[src/rtl/mem_port_arbiter.sv]
// Arbitrates the single unified memory port between instruction fetch and data access.
// Data has fixed priority; a starvation counter forces fetch and a watchdog aborts hung accesses.
module mem_port_arbiter #(
    parameter int unsigned WIDTH_MEM  = 32,
    parameter int unsigned STARVE_MAX = 4,
    parameter int unsigned TIMEOUT    = 16
) (
    input  logic                 i_clk,
    input  logic                 i_rst_n,
    input  logic                 i_if_req,
    input  logic [WIDTH_MEM-1:0] i_pc_in,
    input  logic                 i_dm_req,
    input  logic                 i_dm_we,
    input  logic [WIDTH_MEM-1:0] i_alu_addr,
    input  logic [WIDTH_MEM-1:0] i_dm_wdata,
    output logic                 o_sel_mem,
    output logic                 o_mem_req,
    output logic [WIDTH_MEM-1:0] o_mem_addr,
    output logic                 o_mem_we,
    output logic [WIDTH_MEM-1:0] o_mem_wdata,
    input  logic                 i_mem_ready,
    input  logic [WIDTH_MEM-1:0] i_mem_rdata,
    output logic [WIDTH_MEM-1:0] o_rdata,
    output logic                 o_if_done,
    output logic                 o_dm_done,
    output logic                 o_err
);

    localparam logic [3:0] StarveMax   = 4'(STARVE_MAX);
    localparam logic [7:0] TimeoutLast = 8'(TIMEOUT - 1);

    typedef enum logic [1:0] {StIdle, StBusy, StDone} state_e;

    state_e               state_q, state_d;
    logic [3:0]           starve_q, starve_d;
    logic [7:0]           wd_q, wd_d;
    logic                 sel_q, sel_d;
    logic                 mem_req_q, mem_req_d;
    logic [WIDTH_MEM-1:0] addr_q, addr_d;
    logic                 we_q, we_d;
    logic [WIDTH_MEM-1:0] wdata_q, wdata_d;
    logic [WIDTH_MEM-1:0] rdata_q, rdata_d;
    logic                 if_done_q, if_done_d;
    logic                 dm_done_q, dm_done_d;
    logic                 err_q, err_d;
    logic                 grant_dm, grant_if;

    always_comb begin
        state_d   = state_q;
        starve_d  = starve_q;
        wd_d      = wd_q;
        sel_d     = sel_q;
        mem_req_d = mem_req_q;
        addr_d    = addr_q;
        we_d      = we_q;
        wdata_d   = wdata_q;
        rdata_d   = rdata_q;
        if_done_d = 1'b0;
        dm_done_d = 1'b0;
        err_d     = 1'b0;
        // Fetch wins only when data has starved it for STARVE_MAX consecutive grants.
        grant_dm  = i_dm_req && !((starve_q == StarveMax) && i_if_req);
        grant_if  = i_if_req && !grant_dm;

        case (state_q)
            StIdle: begin
                if (grant_dm) begin
                    sel_d     = 1'b1;
                    addr_d    = i_alu_addr;
                    we_d      = i_dm_we;
                    wdata_d   = i_dm_wdata;
                    mem_req_d = 1'b1;
                    wd_d      = '0;
                    state_d   = StBusy;
                    if (!i_if_req) begin
                        starve_d = '0;
                    end else if (starve_q != StarveMax) begin
                        starve_d = starve_q + 4'd1;
                    end
                end else if (grant_if) begin
                    sel_d     = 1'b0;
                    addr_d    = i_pc_in;
                    we_d      = 1'b0;
                    wdata_d   = '0;
                    mem_req_d = 1'b1;
                    wd_d      = '0;
                    starve_d  = '0;
                    state_d   = StBusy;
                end
            end
            StBusy: begin
                if (i_mem_ready || (wd_q == TimeoutLast)) begin
                    mem_req_d = 1'b0;
                    dm_done_d = sel_q;
                    if_done_d = !sel_q;
                    err_d     = !i_mem_ready;
                    state_d   = StDone;
                    if (i_mem_ready && !we_q) begin
                        rdata_d = i_mem_rdata;
                    end
                end else begin
                    wd_d = wd_q + 8'd1;
                end
            end
            StDone: begin
                wd_d    = '0;
                state_d = StIdle;
            end
            default: state_d = StIdle;
        endcase
    end

    always_ff @(posedge i_clk) begin
        if (!i_rst_n) begin
            state_q   <= StIdle;
            starve_q  <= '0;
            wd_q      <= '0;
            sel_q     <= 1'b0;
            mem_req_q <= 1'b0;
            addr_q    <= '0;
            we_q      <= 1'b0;
            wdata_q   <= '0;
            rdata_q   <= '0;
            if_done_q <= 1'b0;
            dm_done_q <= 1'b0;
            err_q     <= 1'b0;
        end else begin
            state_q   <= state_d;
            starve_q  <= starve_d;
            wd_q      <= wd_d;
            sel_q     <= sel_d;
            mem_req_q <= mem_req_d;
            addr_q    <= addr_d;
            we_q      <= we_d;
            wdata_q   <= wdata_d;
            rdata_q   <= rdata_d;
            if_done_q <= if_done_d;
            dm_done_q <= dm_done_d;
            err_q     <= err_d;
        end
    end

    assign o_sel_mem   = sel_q;
    assign o_mem_req   = mem_req_q;
    assign o_mem_addr  = addr_q;
    assign o_mem_we    = we_q;
    assign o_mem_wdata = wdata_q;
    assign o_rdata     = rdata_q;
    assign o_if_done   = if_done_q;
    assign o_dm_done   = dm_done_q;
    assign o_err       = err_q;

endmodule

[config.mk]
export PLATFORM = sky130hd
export DESIGN_NAME = mem_port_arbiter
export DESIGN_NICKNAME = d
export VERILOG_FILES = /design/src/rtl/mem_port_arbiter.sv
export SDC_FILE = /design/constraint.sdc
export NUM_CORES = 1
export LEC_CHECK = 0
export BUFFER_PORTS_ARGS = -buffer_cell sky130_fd_sc_hd__buf_2
export CORE_AREA = 2 2 98 171
export CTS_BUF_LIST = sky130_fd_sc_hd__clkbuf_16
export DETAILED_ROUTE_END_ITERATION = 10
export DIE_AREA = 0 0 100 173
export GPL_TIMING_DRIVEN = 0
export PLACE_DENSITY_LB_ADDON = 0.15
export SLEW_MARGIN = 10
export SYNTH_ARGS = -nofsm -noshare
export SYNTH_HDL_FRONTEND = slang
export SYNTH_SLANG_ARGS = --single-unit
[constraint.sdc]
create_clock -name i_clk -period 1.8 [get_ports i_clk]
set_input_delay 0.09 -clock i_clk [delete_from_list [all_inputs] [get_ports i_clk]]
set_output_delay 0.09 -clock i_clk [all_outputs]
set_load 0.02 [all_outputs]
==> After elaboration in Yosys (flattened, before gate mapping) <==
Cells that the tools add are included.
{ "totals": {"output_inout_bits": 102, "reg_bits": 116, "elab_cells": 67, "in_bits": 134} }
{ "classes": {"reduce_logical": 21, "mux": 23, "add_sub_neg": 2, "n_eq_ne": 9} }
{ "ops": {"columns": ["cell", "count"], "rows": [
  ["32-bit 2-to-1 mux", 4],
  ["8-bit 2-to-1 mux", 3],
  ["8-bit case mux with 3 select lines", 1],
  ["4-bit 2-to-1 mux", 4],
  ["3-bit AND reduction", 5],
  ["8-bit by 1-bit adder with 8-bit output, second input constant", 1],
  ["8-bit by 4-bit == test with 1-bit output, second input constant", 1],
  ["1-bit 2-to-1 mux", 6],
  ["2-bit 2-to-1 mux", 3],
  ["1-bit logical NOT", 5],
  ["4-bit by 1-bit adder with 4-bit output, second input constant", 1],
  ["4-bit by 3-bit == test with 1-bit output, second input constant", 1],
  ["1-bit logical AND", 4],
  ["2-bit inequality test, second input constant", 2],
  ["4-bit by 3-bit inequality test with 1-bit output, second input constant", 1],
  ["2-bit case mux with 2 select lines", 1],
  ["2-bit AND reduction", 2],
  ["2-bit nonzero test", 2],
  ["3-bit by 2-bit inequality test with 1-bit output, second input constant", 1],
  ["3-bit inequality test, second input constant", 1],
  ["3-bit nonzero test", 1],
  ["2-bit by 1-bit == test with 1-bit output, second input constant", 1],
  ["2-bit == test, second input constant", 1],
  ["2-bit logical NOT", 1],
  ["other kinds (2)", 2]
]} }

==> Logic depth before layout (Yosys ltp) <==
{ "depth": {"ltp_word": 9, "mapped_depth": 8, "depth_no_buf": 6} }

==> Worst setup path before layout <==
OpenSTA, ideal clock, no wires.
{ "synth_timing": {"path_kind": "reg-to-reg", "start": "register wd_q[0]", "end": "register wd_q[5]", "setup_slack_ps": 260, "setup_time_ps": 120, "synth_period_minus_slack_ps": 1540, "t_arrival_ps": 1420, "required_ps": 1680, "stages_incl_launch_ff": 6, "n_path_buf": 0, "path_cell_list": "dfxtp_1 ha_1 and3_1 a21oi_2 a21oi_4 a211o_1"} }
{ "synth_via": {"elab_chain_len": 4, "elab_cells_between_ends": 7, "cone_classes": "add/sub: 1; eq/ne: 2; mux: 2; reduce/logical: 2"} }
{ "synth_rtl": {"columns": ["element", "line_no", "text"], "rows": [
  ["start: declaration", "36", "logic [7:0] wd_q, wd_d;"],
  ["start signal: assignment", "130", "wd_q <= wd_d;"],
  ["branches (longest 4 deep; another with 8-bit by 1-bit adder with 8-bit output)", null, null]
]} }
Parallel ways; which one is timed is not known. The select of a mux whose other input is x is not followed.
A chain may end at the register's enable or synchronous reset.

==> Worst setup path after layout <==
{ "layout_timing": {"start": "register starve_q[0]", "end": "register addr_q[24], in the netlist o_mem_addr[24]"} }
{ "layout_via": {"elab_chain_len": 8, "elab_cells_between_ends": 9, "cone_classes": "eq/ne: 1; mux: 1; reduce/logical: 7"} }
{ "layout_rtl": {"columns": ["element", "line_no", "text"], "rows": [
  ["start: declaration", "35", "logic [3:0] starve_q, starve_d;"],
  ["start signal: assignment", "129", "starve_q <= starve_d;"],
  ["4-bit by 3-bit == test with 1-bit output *", "62", "grant_dm = i_dm_req && !((starve_q == StarveMax) && i_if_req);"],
  ["1-bit logical AND *", "62", null],
  ["1-bit logical NOT *", "62", null],
  ["1-bit logical AND *", "62", null],
  ["1-bit logical NOT", "63", "grant_if = i_if_req && !grant_dm;"],
  ["1-bit logical AND", "63", null],
  ["2-bit nonzero test (no line)", null, null],
  ["2-bit AND reduction (no line)", null, null],
  ["end signal: assignment", "133", "addr_q <= addr_d;"],
  ["end: declaration", "39", "logic [WIDTH_MEM-1:0] addr_q, addr_d;"]
]} }
Every way passes the cells marked *; elsewhere a longest branch is shown, timed or not.

==> results.md <==
* EDFF count, synth at 0
* Root buffer cell: clkbuf_16
* Post-Syn Area at 0.00452 mm²
* Row cnt at 61
* Placer congestion estimate at 0.806
* Drt wl/cell at 14.9 µm
* Drt drc at 0
* # diodes at 0
* Main combinational cell family by area after synthesis: compound AO/OA/AOI/OAI gates
* Worst Max-Slew Pin Slew at 518 ps
* Status: finished, final reports clean
* H-tree Lvls at 4
* Setup slack after layout at 149 ps
* Clock Skew at 15.4 ps
* NetSw at roughly 2100 µW
* Clock share of power at 45.0%
* First-pass GRT wire length at 26.9 mm
* Endpoints failing setup at 0
* Cells after synthesis at 562
* Required @ worst endpoint at between 2000 and 2500 ps
* Yosys reg bits at 116
* Port buffer count at about 230
* Filler cell count at between 1500 and 2000
* Clk_lat worst skew at 400 ps
* Place WS at 33.5 ps
* Leakage at 0.00358 µW
* Worst-path maximum fanout at 10
* Die Ht at between 150 and 200 µm
* Post-CTS setup buffer count at 0
* RSZ-0062 raised after global routing: no
* Core ar. at between 0.015 and 0.02 mm²
* Via density at 4.76
* Area Overhead vs Synth at 73.4%
* Largest net degree at the start of global routing at 17
* Max-slew violation count at 0
* Adder-cell share of the synthesized area at 0.830%
* Vias in the first global route at between 5000 and 6000
* Fin. Hold Viols at 0
* Crit share post-route at between 90 and 100%
* Pwr Density at roughly 970 mW/mm²
* Clock Sinks at around 120
* Top routing layer in use: met4
* Setup TNS at 0 ps
* Initial antenna violation count at 0
* Rel. slew slack at 65.5%
* GRT Residual Overflow at 0
* Post-synthesis simple-gate area fraction at approximately a fifth
* Nets at 1081
* Worst setup SP type: flip-flop
* Die width at 100 µm
* Share of layout cells above drive strength 1 at 31.0%
* Synthesized Nets at 699
* Ys Warns at 0
* Final min period at 1650 ps
* Clock transition time at the flip-flop clock pins of the worst setup and hold paths at 50 ps
* Worst min path class: input pin to flip-flop
* Synth Area in XOR/XNOR at 0%
* M1 wire length at 6.51 mm
* Metal2 WL at ~9.2 mm
* CTS max path bufs at 2
* Mean Syn Cell Area at 8.04 µm²
* CTS tree: yes
* Met3 wire len at 978 µm
* Pre-antenna DRT Iters at 4
* Sequential power share at 37.3%
* Compound-Gate Fraction of Synth Area at a little over a fifth
* Post-synth ARST share at 0%
* Type of destination of the critical path: flip-flop
* Initial Utilization at 28.5%
* VDD IR max at 0.566 mV
* Drt initial violations at 143
* TritonCTS Buffers at 17
* Max Freq at 0.606 GHz
* Main synth FF type: dfxtp_1
* Mux contribution to synthesized area at 0.249%
* DR vias at about 5500
* Setup CP Type: flip-flop to flip-flop
* DIE AREA at 0.0173 mm²
* IO Pins at 236
* Hpwl dp at between 10 and 15 mm
* Switching share of total power at 27.7%
* Crit path DAT at 1980 ps
* Total GRT Usage at 19.3%
* Internal power at 5480 µW
* Comb pwr share at 17.7%
* Post-route ant nets at 0
* WL final at between 15 and 20 mm
* Max Cap Violations at 0
* Post-synthesis sequential area ratio at 51.4%
* Distinct cell type count after synthesis at 43
-- stage by stage --
step,cells,hold WS (ps),power [µW],util [%],cell area [µm²]
detailed placement,984,336,4000,37.3,5920
finish,1146,76.4,7580,49.4,7840
floorplan,562,169,3520,-,4520
CTS,1146,54.4,7670,49.2,7820
global route,1146,83.6,7940,49.4,7840
global placement,984,332,3980,37.3,5920
-- state kept, by name, indices dropped and copies added, names as in the netlist --
register     count
state_q          2
o_rdata         32
o_mem_we         1
o_if_done        1
o_sel_mem        1
wd_q             8
o_mem_req        1
starve_q         4
o_err            1
o_dm_done        1
o_mem_wdata     32
o_mem_addr      32
-- placed cells by master, fill, tap and decap left out, types with 2 or more instances in the layout --
cell / count
dfxtp_1: 115
bufinv_16: 3
buf_4: 8
clkbuf_1: 18
clkbuf_2: 2
nand3b_1: 2
clkbuf_16: 17
buf_2: 246
clkinv_2: 4
nor3b_1: 2
a211o_1: 4
and2_1: 4
clkinvlp_4: 4
and3_1: 4
a21oi_4: 2
dlygate4sd3_1: 130
nor3_1: 7
and4_1: 2
nand3_1: 36
inv_1: 5
ha_1: 3
nand2_1: 138
o21ai_0: 13
o21ai_1: 23
a21oi_1: 135
nor2_1: 3
-- power groups by stage --
stage	Clock (µW)	Combinational, µW	Sequential [µW]
after global placement	0	1100	2870
after floorplan	0	452	3070
final	3410	1350	2830
after CTS	3500	1340	2830
after global routing	3630	1470	2850
after detailed placement	0	1120	2880
-- per-layer routing --
layer,vias up,track usage [%]
met3,25,4.28
met1,2515,19.7
met2,216,36.7
li1,2700,-
met5,-,0
met4,0,7.99
-- Yosys cell counts, types with 2 or more instances --
master    number  share of area, %
nand3b_1       2              0.33
a21oi_1      135                15
nand2_1      138                11
o21ai_0       13               1.4
inv_1          3              0.25
buf_1          2              0.17
and3_1         4              0.55
nand3_1       36               4.0
nor3_1         7              0.77
nor2_1         3              0.25
a211o_1        4              0.77
o21ai_1       23               2.5
dfxtp_1      116                51
buf_4          7               1.2
nor3b_1        2              0.33
ha_1           3              0.83
and2_1         4              0.55
buf_2         16               1.8
clkbuf_1      19               1.6
and4_1         2              0.39
-- cell families (layout without fill, tap and decap cells) --
group | after synthesis | in the layout
and+or+nand+nor | 208 | 208
AOI/OAI and AO/OA | 186 | 186
DFF | 116 | 116
buffers and inverters | 48 | 443
adders and majority gates | 3 | 3
muxes | 1 | 1
-- final cells by class --
type	count	area, µm²	area share [%]
clock inverter	15	165	2.11
clock buffer	17	425	5.43
inverter	4	15.0	0.192
multi-input combinational	398	1980	25.3
sequential	116	2320	29.6
timing repair buffer	363	2470	31.5
buffer	44	225	2.87
tap	189	236	3.02
-- worst max-delay path: stages (launching register included) --
cell and delay, ps:
dfxtp_2 340, inv_1 70, ha_1 180, nand4b_1 130, nand2_1 180, clkbuf_1 410
nand2_1 130, a21oi_1 140
-- final timing paths --
kind,startpoint,endpoint,slack (ps),depth (start not counted)
worst min-delay path,i_dm_req,starve_q[3],80,3
worst max-delay path,starve_q[0],o_mem_addr[24],150,7
worst min register to register,o_rdata[2],o_rdata[2],450,2
worst max register to register,starve_q[0],o_mem_addr[24],150,7
-- what timing repair did --
item	CTS	global route
hold endpoints to repair	98	0
hold buffers	130	0
resized for setup	0	11
endpoints found under the setup margin	0	48
No activity file was read; power rests on OpenSTA's default activity.
